`config.mk`:
```
export PLATFORM = sky130hd
export DESIGN_NAME = lsu_bus_ctrl_flat
export DESIGN_NICKNAME = d
export VERILOG_FILES = /design/src/rtl/lsu_bus_ctrl_if.sv /design/src/rtl/lsu_bus_ctrl.sv /design/src/flat_wrapper.sv
export SDC_FILE = /design/constraint.sdc
export NUM_CORES = 1
export LEC_CHECK = 0
export CAP_MARGIN = 20
export CORE_UTILIZATION = 41
export CTS_CLUSTER_DIAMETER = 150
export DETAILED_ROUTE_END_ITERATION = 10
export GPL_TIMING_DRIVEN = 0
export PLACE_DENSITY = 0.77
export SKIP_LAST_GASP = 1
export SLEW_MARGIN = 20
export SYNTH_ARGS = -nofsm -noshare
export SYNTH_HDL_FRONTEND = slang
export SYNTH_SLANG_ARGS = --single-unit
```
`constraint.sdc`:
```
create_clock -name clk -period 4.3 [get_ports clk]
set_clock_uncertainty 0.1 [all_clocks]
set_input_delay 0.645 -clock clk [delete_from_list [all_inputs] [get_ports clk]]
set_output_delay 0.645 -clock clk [all_outputs]
set_load 0.01 [all_outputs]
```
`src/rtl/lsu_bus_ctrl_if.sv`:
```
// Data-bus side of the load/store unit: request/write/lane signals out,
// ready and read data back.
interface lsu_bus_ctrl_if #(
    parameter int XLEN = 32
);
    logic                  bus_req;
    logic                  bus_we;
    logic [XLEN-1:0]       bus_addr;
    logic [XLEN/8-1:0]     bus_be;
    logic [XLEN-1:0]       bus_wdata;
    logic                  bus_ready;
    logic [XLEN-1:0]       bus_rdata;

    modport master (
        output bus_req, bus_we, bus_addr, bus_be, bus_wdata,
        input  bus_ready, bus_rdata
    );

    modport slave (
        input  bus_req, bus_we, bus_addr, bus_be, bus_wdata,
        output bus_ready, bus_rdata
    );
endinterface

```
`src/rtl/lsu_bus_ctrl.sv`:
```
// Multi-cycle load/store unit: aligns and lane-shifts accesses, waits on the
// bus handshake with a timeout, and sign/zero-extends load results.
module lsu_bus_ctrl #(
    parameter int XLEN    = 32,
    parameter int TIMEOUT = 16
) (
    input  logic              clk,
    input  logic              reset,
    input  logic              start_i,
    input  logic              is_store_i,
    input  logic [2:0]        funct3_i,
    input  logic [XLEN-1:0]   addr_i,
    input  logic [XLEN-1:0]   wdata_i,
    output logic              stall_o,
    output logic              done_o,
    output logic [XLEN-1:0]   rdata_ext_o,
    output logic              misalign_o,
    output logic              bus_err_o,
    lsu_bus_ctrl_if.master    bus
);
    localparam int BW = XLEN / 8;
    localparam int OW = $clog2(BW);
    localparam logic [7:0] TO = 8'(TIMEOUT);

    typedef enum logic [1:0] {IDLE, REQ, DONE} state_e;

    state_e            state_q, state_d;
    logic [7:0]        cnt_q, cnt_d;
    logic              mis_q, mis_d, err_q, err_d;
    logic              we_q, we_d;
    logic [2:0]        f3_q, f3_d;
    logic [OW-1:0]     off_q, off_d;
    logic [XLEN-1:0]   baddr_q, baddr_d, wd_q, wd_d, rdata_q, rdata_d;
    logic [BW-1:0]     be_q, be_d;

    function automatic logic [XLEN-1:0] size_mask(input logic [1:0] sz);
        case (sz)
            2'd0:    return XLEN'(8'hFF);
            2'd1:    return XLEN'(16'hFFFF);
            2'd2:    return XLEN'(32'hFFFF_FFFF);
            default: return '1;
        endcase
    endfunction

    function automatic logic [BW-1:0] lane_mask(input logic [1:0] sz);
        case (sz)
            2'd0:    return BW'(8'h01);
            2'd1:    return BW'(8'h03);
            2'd2:    return BW'(8'h0F);
            default: return BW'(8'hFF);
        endcase
    endfunction

    function automatic logic [XLEN-1:0] load_ext(input logic [XLEN-1:0] v, input logic [2:0] f3);
        logic [XLEN-1:0] m;
        logic            s;
        m = size_mask(f3[1:0]);
        case (f3[1:0])
            2'd0:    s = v[7];
            2'd1:    s = v[15];
            2'd2:    s = v[31];
            default: s = 1'b0;
        endcase
        return (v & m) | ((s & ~f3[2]) ? ~m : '0);
    endfunction

    // Illegal encodings and non-natural alignment both end in the misalign pulse.
    function automatic logic access_bad(input logic st, input logic [2:0] f3, input logic [2:0] lo);
        logic ill, mis;
        ill = (f3 == 3'b111) || (f3[2] && st) ||
              ((XLEN == 32) && (f3 == 3'b011 || f3 == 3'b110));
        case (f3[1:0])
            2'd1:    mis = lo[0];
            2'd2:    mis = |lo[1:0];
            2'd3:    mis = |lo;
            default: mis = 1'b0;
        endcase
        return ill | mis;
    endfunction

    always_comb begin
        state_d = state_q;
        cnt_d   = cnt_q;
        mis_d   = mis_q;
        err_d   = err_q;
        we_d    = we_q;
        f3_d    = f3_q;
        off_d   = off_q;
        baddr_d = baddr_q;
        wd_d    = wd_q;
        be_d    = be_q;
        rdata_d = rdata_q;
        case (state_q)
            IDLE: begin
                if (start_i) begin
                    if (access_bad(is_store_i, funct3_i, 3'(addr_i[OW-1:0]))) begin
                        mis_d   = 1'b1;
                        rdata_d = '0;
                        state_d = DONE;
                    end else begin
                        we_d    = is_store_i;
                        f3_d    = funct3_i;
                        off_d   = addr_i[OW-1:0];
                        baddr_d = {addr_i[XLEN-1:OW], {OW{1'b0}}};
                        be_d    = lane_mask(funct3_i[1:0]) << addr_i[OW-1:0];
                        wd_d    = is_store_i ? ((wdata_i & size_mask(funct3_i[1:0]))
                                                << {addr_i[OW-1:0], 3'b000}) : '0;
                        cnt_d   = '0;
                        state_d = REQ;
                    end
                end
            end
            REQ: begin
                cnt_d = cnt_q + 8'd1;
                // A ready on the final allowed cycle still wins over the timeout.
                if (bus.bus_ready) begin
                    rdata_d = we_q ? '0 : load_ext(bus.bus_rdata >> {off_q, 3'b000}, f3_q);
                    state_d = DONE;
                end else if (cnt_d == TO) begin
                    err_d   = 1'b1;
                    rdata_d = '0;
                    state_d = DONE;
                end
            end
            DONE: begin
                state_d = IDLE;
                mis_d   = 1'b0;
                err_d   = 1'b0;
                cnt_d   = '0;
            end
            default: state_d = IDLE;
        endcase
    end

    always_ff @(posedge clk or posedge reset) begin
        if (reset) begin
            state_q <= IDLE;
            cnt_q   <= '0;
            mis_q   <= 1'b0;
            err_q   <= 1'b0;
        end else begin
            state_q <= state_d;
            cnt_q   <= cnt_d;
            mis_q   <= mis_d;
            err_q   <= err_d;
        end
    end

    always_ff @(posedge clk) begin
        we_q    <= we_d;
        f3_q    <= f3_d;
        off_q   <= off_d;
        baddr_q <= baddr_d;
        wd_q    <= wd_d;
        be_q    <= be_d;
        rdata_q <= rdata_d;
    end

    // Everything observable is gated by state, so reset alone zeroes the outputs.
    assign bus.bus_req   = (state_q == REQ);
    assign bus.bus_we    = bus.bus_req & we_q;
    assign bus.bus_addr  = bus.bus_req ? baddr_q : '0;
    assign bus.bus_be    = bus.bus_req ? be_q : '0;
    assign bus.bus_wdata = bus.bus_req ? wd_q : '0;

    assign done_o      = (state_q == DONE);
    assign misalign_o  = done_o & mis_q;
    assign bus_err_o   = done_o & err_q;
    assign rdata_ext_o = done_o ? rdata_q : '0;
    assign stall_o     = ((state_q == IDLE) & start_i) | (state_q == REQ);
endmodule

```
`src/flat_wrapper.sv`:
```
// flat-port wrapper written by rule: the top's interface ports become plain ports
module lsu_bus_ctrl_flat 
#(
    parameter int XLEN    = 32,
    parameter int TIMEOUT = 16
)
  (clk, reset, start_i, is_store_i, funct3_i, addr_i, wdata_i, stall_o, done_o, rdata_ext_o, misalign_o, bus_err_o, bus_bus_req, bus_bus_we, bus_bus_addr, bus_bus_be, bus_bus_wdata, bus_bus_ready, bus_bus_rdata);
  lsu_bus_ctrl_if #(.XLEN(XLEN)) bus_i ();
  input  logic clk;
  input  logic reset;
  input  logic start_i;
  input  logic is_store_i;
  input  logic [2:0] funct3_i;
  input  logic [XLEN-1:0] addr_i;
  input  logic [XLEN-1:0] wdata_i;
  output logic stall_o;
  output logic done_o;
  output logic [XLEN-1:0] rdata_ext_o;
  output logic misalign_o;
  output logic bus_err_o;
  output wire logic [$bits(bus_i.bus_req)-1:0] bus_bus_req;
  output wire logic [$bits(bus_i.bus_we)-1:0] bus_bus_we;
  output wire logic [$bits(bus_i.bus_addr)-1:0] bus_bus_addr;
  output wire logic [$bits(bus_i.bus_be)-1:0] bus_bus_be;
  output wire logic [$bits(bus_i.bus_wdata)-1:0] bus_bus_wdata;
  input wire logic [$bits(bus_i.bus_ready)-1:0] bus_bus_ready;
  input wire logic [$bits(bus_i.bus_rdata)-1:0] bus_bus_rdata;
  assign bus_bus_req = bus_i.bus_req;
  assign bus_bus_we = bus_i.bus_we;
  assign bus_bus_addr = bus_i.bus_addr;
  assign bus_bus_be = bus_i.bus_be;
  assign bus_bus_wdata = bus_i.bus_wdata;
  assign bus_i.bus_ready = bus_bus_ready;
  assign bus_i.bus_rdata = bus_bus_rdata;
  lsu_bus_ctrl #(.XLEN(XLEN), .TIMEOUT(TIMEOUT)) u_core (.clk(clk), .reset(reset), .start_i(start_i), .is_store_i(is_store_i), .funct3_i(funct3_i), .addr_i(addr_i), .wdata_i(wdata_i), .stall_o(stall_o), .done_o(done_o), .rdata_ext_o(rdata_ext_o), .misalign_o(misalign_o), .bus_err_o(bus_err_o), .bus(bus_i));
endmodule
```
==> summary.txt, run 1 <==
Global routing
  • Overall fraction of global-route tracks in use: 22.7%
  • Number of global-route vias before repair: 5002
  • GRT Max-Usage Layer: met2
  • Aggregate global routing overflow: 0
  • Global-route met2 utilization: roughly 37%
  • Maximum number of pins on one net before global-route repair: 31
  • GR Util met3: 8.41%
  • Global-route wire length before repair: about 26 mm
  • Antenna violations before repair: 0
  • Fraction of met1 tracks used by global routing: between 20% and 30%

Floorplan
  • Initial core utilization: 42.5%
  • Placement Rows: 43
  • Total Die Area: between 15000 and 20000 µm²
  • Core ar.: 14000 µm²
  • Vertical die dimension: 123 µm
  • Number of ports placed on the die boundary: 210
  • Die width: about 120 µm

Clock network
  • Post-cts repair resize count: 0
  • Number of buffers on the longest clock path: 2
  • Clock Tree Root: sky130_fd_sc_hd__clkbuf_16
  • Clock transition at the register clock pins on the worst setup and hold paths after CTS: 0.05 ns
  • TritonCTS clock tree: done
  • Clock latency at the later pin of the worst-skew pair: 0.40 ns
  • # Post-CTS Setup Buffers: 0
  • Number of buffers inserted during clock tree synthesis: 17
  • Hold buffer count at cts: 0
  • Maximum level of the CTS H-tree: 4
  • Number of clock sinks seen by CTS: around 120

Synth
  • Xor and xnor fraction of the mapped netlist area: 0.587%
  • Part of the Yosys area used for sequential elements: 57.4%
  • Biggest area contributors in the synthesized netlist: sky130_fd_sc_hd__edfxtp_1 52%, sky130_fd_sc_hd__and2_1 12%, sky130_fd_sc_hd__dfrtp_1 5.0%
  • Synth top area share: 52.3%
  • Number of distinct library cells after synthesis: 46
  • Top-count cell post-synth: sky130_fd_sc_hd__and2_1
  • Post-synthesis share of cell area spent on full adders, half adders and majority gates: less than 1%
  • Async set-reset flop share out of synthesis: 10.3%
  • Largest area contributor in the netlist: sky130_fd_sc_hd__edfxtp_1
  • Number of warnings reported in the yosys synthesis log: 0
  • Post-synthesis cell area: 5970 µm²
  • Cells after Synth: roughly 530
  • Number of enable-type register cells in the synthesized netlist: 104
  • List of most frequent post-synthesis cells: 117 x sky130_fd_sc_hd__and2_1, 104 x sky130_fd_sc_hd__edfxtp_1, 32 x sky130_fd_sc_hd__nor2_1
  • Post-synthesis average cell area: 11.3 µm²
  • Count of state elements after synthesis: 116
  • Post-Synth Simple-Gate Area: between 20 and 25%
  • Multiplexer share of the synthesized area: 5.28%
  • Commonest register cell after synthesis: sky130_fd_sc_hd__edfxtp_1
  • Post-synthesis compound-gate area fraction: 11.5%
  • Main combinational cell family by area after synthesis: simple AND/OR/NAND/NOR gates

Detailed routing
  • Via density per instance: 5.29
  • Per-cell routed wire length: 17.6 µm
  • Antenna Violating Nets Remaining: 0
  • Initial detailed-routing violation count: between 400 and 500
  • Drt total wl: 16.8 mm
  • Final routed DRC violation total: 0
  • Number of vias in the routed layout: roughly 5000
  • Length of the first detailed-routing pass in iterations: 6

Pwr
  • Leakage power: between 3 and 4 nW
  • Power after layout: about 0.0033 W
  • Maximum resistive drop on vdd: 0.211 mV
  • Total power density per cell area: 374 nW/µm²

Setup path
  • Kind of end point of the critical path: output port
  • Worst Path Required: 3.56 ns
  • Critical-path maximum fanout: 10
  • Endpoint arrival time on the critical path: 2.96 ns
  • Type of element launching the critical path: flop
  • Startpoint-to-endpoint class of the critical path: reg -> out

Job
  • Max-cap violations: 0

STA
  • Slew at the pin with the worst max-slew slack: approximately 0.65 ns
  • Final critical-path share of the clock period: 86.1%
  • Final hold slack: 0.421 ns
  • FMAX: 0.270 GHz
  • Total Negative Setup Slacks: 0 ns
  • Min Tclk post-route: 3.70 ns
  • Worst relative slew slack: 56.4%
  • Max-slew violation count: 0
  • Final hold viol count: 0
  • Final setup vio count: 0
  • RSZ-0062 raised after global routing: no

Placement
  • Final weighted congestion in routability-driven placement: between 0.9 and 1
  • Number of buffers added on ports: ~210
  • Post-detailed-placement cell area: 8360 µm²
  • Half-perimeter wire length after placement: roughly 13 mm

Finish
  • Final antenna diode count: 0
  • Count of nets after finishing: 863
  • Proportion of layout cells with a drive suffix above 1: 6.23%
  • Final standard cell area without fillers: 8910 µm²
  • Fraction of the core area covered by cells at the end of the flow: 63.5%
  • Area growth from synthesis to layout: 49.4%
  • Filler Cell Count: 1125

Run status
  • Run status: complete, no violations

Min path
  • Class of the tightest hold or removal check: reg -> reg
-- layout by cell type (no fill, tap or decap), types with 3 or more instances in the layout --
master                            instances
sky130_fd_sc_hd__clkbuf_16               17
sky130_fd_sc_hd__nand3b_1                10
sky130_fd_sc_hd__clkbuf_1                29
sky130_fd_sc_hd__nor2b_1                  9
sky130_fd_sc_hd__clkinv_2                 4
sky130_fd_sc_hd__clkinv_1                 3
sky130_fd_sc_hd__buf_2                    5
sky130_fd_sc_hd__a21o_1                  18
sky130_fd_sc_hd__edfxtp_1               104
sky130_fd_sc_hd__nand2_1                 18
sky130_fd_sc_hd__nand2b_1                 4
sky130_fd_sc_hd__buf_1                    5
sky130_fd_sc_hd__dfrtp_1                 12
sky130_fd_sc_hd__a21boi_0                 8
sky130_fd_sc_hd__xnor2_1                  4
sky130_fd_sc_hd__o22ai_1                 10
sky130_fd_sc_hd__nand3_1                 12
sky130_fd_sc_hd__a21oi_1                 19
sky130_fd_sc_hd__mux2i_1                 27
sky130_fd_sc_hd__and2_1                 117
sky130_fd_sc_hd__a211oi_1                14
sky130_fd_sc_hd__inv_1                    5
sky130_fd_sc_hd__o21ai_0                 27
sky130_fd_sc_hd__nor2_1                  32
sky130_fd_sc_hd__clkdlybuf4s50_1        207
sky130_fd_sc_hd__a22o_1                   5
-- stage by stage --
step,cells,setup WS [ns]
after floorplan,529,0.772
after global placement,916,-0.567
after detailed placement,919,0.975
after CTS,950,0.529
after global routing,950,0.389
final,950,0.598
-- cell type report --
cell class	count	area, µm²	share of cell area (%)
well taps	180	225	2.53
multi-input cells	367	2370	26.6
clock inverters	12	115	1.29
clock buffers	19	433	4.86
repair buffers	210	2150	24.1
plain buffers	41	183	2.05
flip-flops and latches	116	3420	38.4
inverters	5	18.8	0.211
-- cell families after synthesis --
logic type	after synthesis
buffers and inverters	46
adders and majority gates	1
xor gates and xnor gates	4
AOI/OAI and AO/OA	107
DFF	116
other	1
and+or+nand+nor	223
muxes	30
-- power breakdown --
part | total (W) | leakage, nW | internal, W | switching, W
Sequential | 0.00135 | 1.14 | 0.00133 | 0.0000233
Clock | 0.00132 | 0.265 | 0.000837 | 0.000479
Combinational | 0.000666 | 1.91 | 0.000345 | 0.000321
Total | 0.00333 | 3.32 | 0.00251 | 0.000824
-- worst paths after layout --
path / startpoint / endpoint / depth (start not counted) / slack (ns)
min reg2reg: u_core.err_q / u_core.err_q / 2 / 0.42
max in group asynchronous: reset / u_core.state_q[0] / 2 / 3.33
min in group asynchronous: reset / u_core.cnt_q[4] / 2 / 0.45
max: u_core.state_q[1] / bus_bus_addr[13] / 8 / 0.60
max reg2reg: u_core.state_q[1] / u_core.baddr_q[18] / 6 / 2.02
min: u_core.err_q / u_core.err_q / 2 / 0.42
-- critical path, stage by stage (launching register included) --
cell and delay (ns):
sky130_fd_sc_hd__dfrtp_1 0.36, sky130_fd_sc_hd__buf_2 0.16, sky130_fd_sc_hd__inv_1 0.17, sky130_fd_sc_hd__nand2_1 0.17
sky130_fd_sc_hd__inv_1 0.23, sky130_fd_sc_hd__clkbuf_1 0.42, sky130_fd_sc_hd__clkbuf_1 0.30, sky130_fd_sc_hd__and2_1 0.20
sky130_fd_sc_hd__clkdlybuf4s50_1 0.54
-- flip-flops by register name, indices dropped and copies added, names as in the netlist --
register and cells:
u_core.rdata_q 32, u_core.wd_q 32, u_core.baddr_q 30, u_core.cnt_q 8
u_core.be_q 4, u_core.f3_q 3, u_core.off_q 2, u_core.state_q 2
u_core.err_q 1, u_core.mis_q 1, u_core.we_q 1
-- layer usage --
metal	vias up	part of all wire [%]
met5	-	0
met4	0	2.4
met3	37	9.5
met2	275	48
met1	2359	40
li1	2353	-
Note: power is estimated with default switching activity, not from simulation.
==> inputs of run 2 (changes only) <==
CAP_MARGIN = 40   (was 20)
==> run 2 against run 1 <==
Against the previous run:
- sequential share of layout area unchanged
- clock power about the same
- flip-flop and latch count unchanged
- register-to-register slack is essentially flat
- critical path depth is the same
- core utilization stayed put
- worst hold slack did not move
- non-clock buffer count is the same
- via count did not move
==> summary.txt, run 2 (synthesis results as in run 1) <==
Run status
  • Run status: complete, no violations

Min path
  • Origin of the worst min-delay path: u_core.err_q
  • Worst Hold Endpoint: u_core.err_q
  • Class of the tightest hold or removal check: reg -> reg
  • Number of cells traversed by the worst hold path: 2 (unchanged)

Placement
  • Half-perimeter wire length after placement: 12.6 mm (unchanged)
  • Number of buffers added on ports: 207 (unchanged)
  • Final weighted congestion in routability-driven placement: 0.913 (unchanged)
  • Post-placement worst setup slack: 0.975 ns (unchanged)

Global routing
  • Maximum number of pins on one net before global-route repair: 31 (unchanged)
  • Aggregate global routing overflow: 0 (unchanged)
  • Antenna violations before repair: 0 (unchanged)
  • Number of global-route vias before repair: 5002 (unchanged)
  • Global-route wire length before repair: 25.5 mm (unchanged)
  • Overall fraction of global-route tracks in use: 22.7% (unchanged)

Floorplan
  • Initial core utilization: 42.5% (unchanged)
  • Total Die Area: 15000 µm² (unchanged)
  • Number of ports placed on the die boundary: 210 (unchanged)
  • Vertical die dimension: 123 µm (unchanged)
  • Placement Rows: 43 (unchanged)
  • Core ar.: 14000 µm² (unchanged)
  • Die width: 123 µm (unchanged)

Detailed routing
  • Via density per instance: 5.29 (unchanged)
  • Drt total wl: 16.8 mm (unchanged)
  • Final routed DRC violation total: 0 (unchanged)
  • Antenna Violating Nets Remaining: 0 (unchanged)
  • Initial detailed-routing violation count: 428 (unchanged)
  • Length of the first detailed-routing pass in iterations: 6 (unchanged)
  • Per-cell routed wire length: 17.6 µm (unchanged)
  • Number of vias in the routed layout: 5024 (unchanged)

Finish
  • Area growth from synthesis to layout: 49.4% (unchanged)
  • Commonest non-fill, non-tap cell in the layout: sky130_fd_sc_hd__clkdlybuf4s50_1
  • Final antenna diode count: 0 (unchanged)
  • Commonest non-fill, non-tap cells in the layout: 207 x sky130_fd_sc_hd__clkdlybuf4s50_1, 117 x sky130_fd_sc_hd__and2_1, 104 x sky130_fd_sc_hd__edfxtp_1, 32 x sky130_fd_sc_hd__nor2_1, 29 x sky130_fd_sc_hd__clkbuf_1
  • Biggest regs: u_core.rdata_q: 32 flops, u_core.wd_q: 32 flops, u_core.baddr_q: 30 flops
  • Count of nets after finishing: 863 (unchanged)
  • Proportion of layout cells with a drive suffix above 1: 6.23% (unchanged)

Setup path
  • Startpoint-to-endpoint class of the critical path: reg -> out
  • Worst setup path startpoint: u_core.state_q[1]
  • Endpoint arrival time on the critical path: 2.96 ns (about the same)
  • Reg2Reg Launch Point: u_core.state_q[1]
  • Kind of end point of the critical path: output port
  • Type of element launching the critical path: flop
  • Reg2reg setup slack: 2.02 ns (about the same)
  • Endpoint of the worst-slack reg-to-reg timing path: u_core.baddr_q[18]
  • Critical-path maximum fanout: 10 (unchanged)
  • Depth of the most critical reg-to-reg path: 6 (unchanged)
  • Worst Path Required: 3.56 ns (about the same)

Clock network
  • Number of clock sinks seen by CTS: 116 (unchanged)
  • Number of buffers on the longest clock path: 2 (unchanged)
  • Clock Tree Root: sky130_fd_sc_hd__clkbuf_16
  • TritonCTS clock tree: done
  • Post-cts repair resize count: 0 (unchanged)
  • Clock latency at the later pin of the worst-skew pair: 0.40 ns (about the same)
  • Number of buffers inserted during clock tree synthesis: 17 (unchanged)
  • Hold buffer count at cts: 0 (unchanged)
  • Clock transition at the register clock pins on the worst setup and hold paths after CTS: 0.05 ns (about the same)
  • Maximum level of the CTS H-tree: 4 (unchanged)
  • # Post-CTS Setup Buffers: 0 (unchanged)

STA
  • RSZ-0062 raised after global routing: no
  • Final setup vio count: 0 (unchanged)
  • Final critical-path share of the clock period: 86.1% (unchanged)
  • Worst relative slew slack: 56.4% (unchanged)
  • Final hold viol count: 0 (unchanged)
  • Slew at the pin with the worst max-slew slack: 0.653 ns (unchanged)
  • Max-slew violation count: 0 (unchanged)
  • Final hold slack: 0.421 ns (unchanged)
  • Min Tclk post-route: 3.70 ns (unchanged)
  • Slack of the critical path: 0.598 ns (unchanged)
  • FMAX: 0.270 GHz (unchanged)
  • Total Negative Setup Slacks: 0 ns (unchanged)

Pwr
  • Leakage power: 3.32 nW (unchanged)
  • Total power density per cell area: 374 nW/µm² (unchanged)
  • Maximum resistive drop on vdd: 0.211 mV (unchanged)

Job
  • Max-cap violations: 0 (unchanged)
run 2: critical path, stage by stage (launching register included):
cell	delay, ns
sky130_fd_sc_hd__dfrtp_1	0.36
sky130_fd_sc_hd__buf_2	0.16
sky130_fd_sc_hd__inv_1	0.17
sky130_fd_sc_hd__nand2_1	0.17
sky130_fd_sc_hd__inv_1	0.23
sky130_fd_sc_hd__clkbuf_1	0.42
sky130_fd_sc_hd__clkbuf_1	0.30
sky130_fd_sc_hd__and2_1	0.20
sky130_fd_sc_hd__clkdlybuf4s50_1	0.54
run 2: layout make-up:
cell class              count  area (µm²)
plain buffers              41         183
clock buffers              19         433
clock inverters            12         115
fillers                  1125        5130
inverters                   5        18.8
multi-input cells         367        2370
flip-flops and latches    116        3420
well taps                 180         225
repair buffers            210        2150
run 2: layer usage:
metal | GRT usage (%) | part of all wire [%] | up-vias
met1 | 27.2 | 40 | 2359
li1 | - | - | 2353
met4 | 9.91 | 2.4 | 0
met3 | 8.41 | 9.5 | 37
met2 | 36.6 | 48 | 275
met5 | 0 | 0 | -
run 2: worst max path at each step:
stage / to / slack, ns / cells after the start
after global routing: bus_bus_addr[19] / 0.39 / 8
final: bus_bus_addr[13] / 0.60 / 8
after detailed placement: u_core.baddr_q[14] / 0.97 / 6
after global placement: u_core.baddr_q[14] / -0.57 / 4
after CTS: bus_bus_addr[13] / 0.53 / 8
after floorplan: u_core.baddr_q[10] / 0.77 / 3
run 2: power by group:
group          switching [W]  internal, W
clock               0.000479     0.000837
sequential         0.0000233      0.00133
combinational       0.000321     0.000345
total               0.000824      0.00251
run 2: per-stage QoR:
stage / cell area [µm²] / utilization (%) / std cells / power, W
after floorplan: 5970 / - / 529 / 0.00166
after global placement: 8270 / 58.9 / 916 / 0.00200
after detailed placement: 8360 / 59.6 / 919 / 0.00204
after CTS: 8910 / 63.5 / 950 / 0.00336
after global routing: 8910 / 63.5 / 950 / 0.00346
final: 8910 / 63.5 / 950 / 0.00333
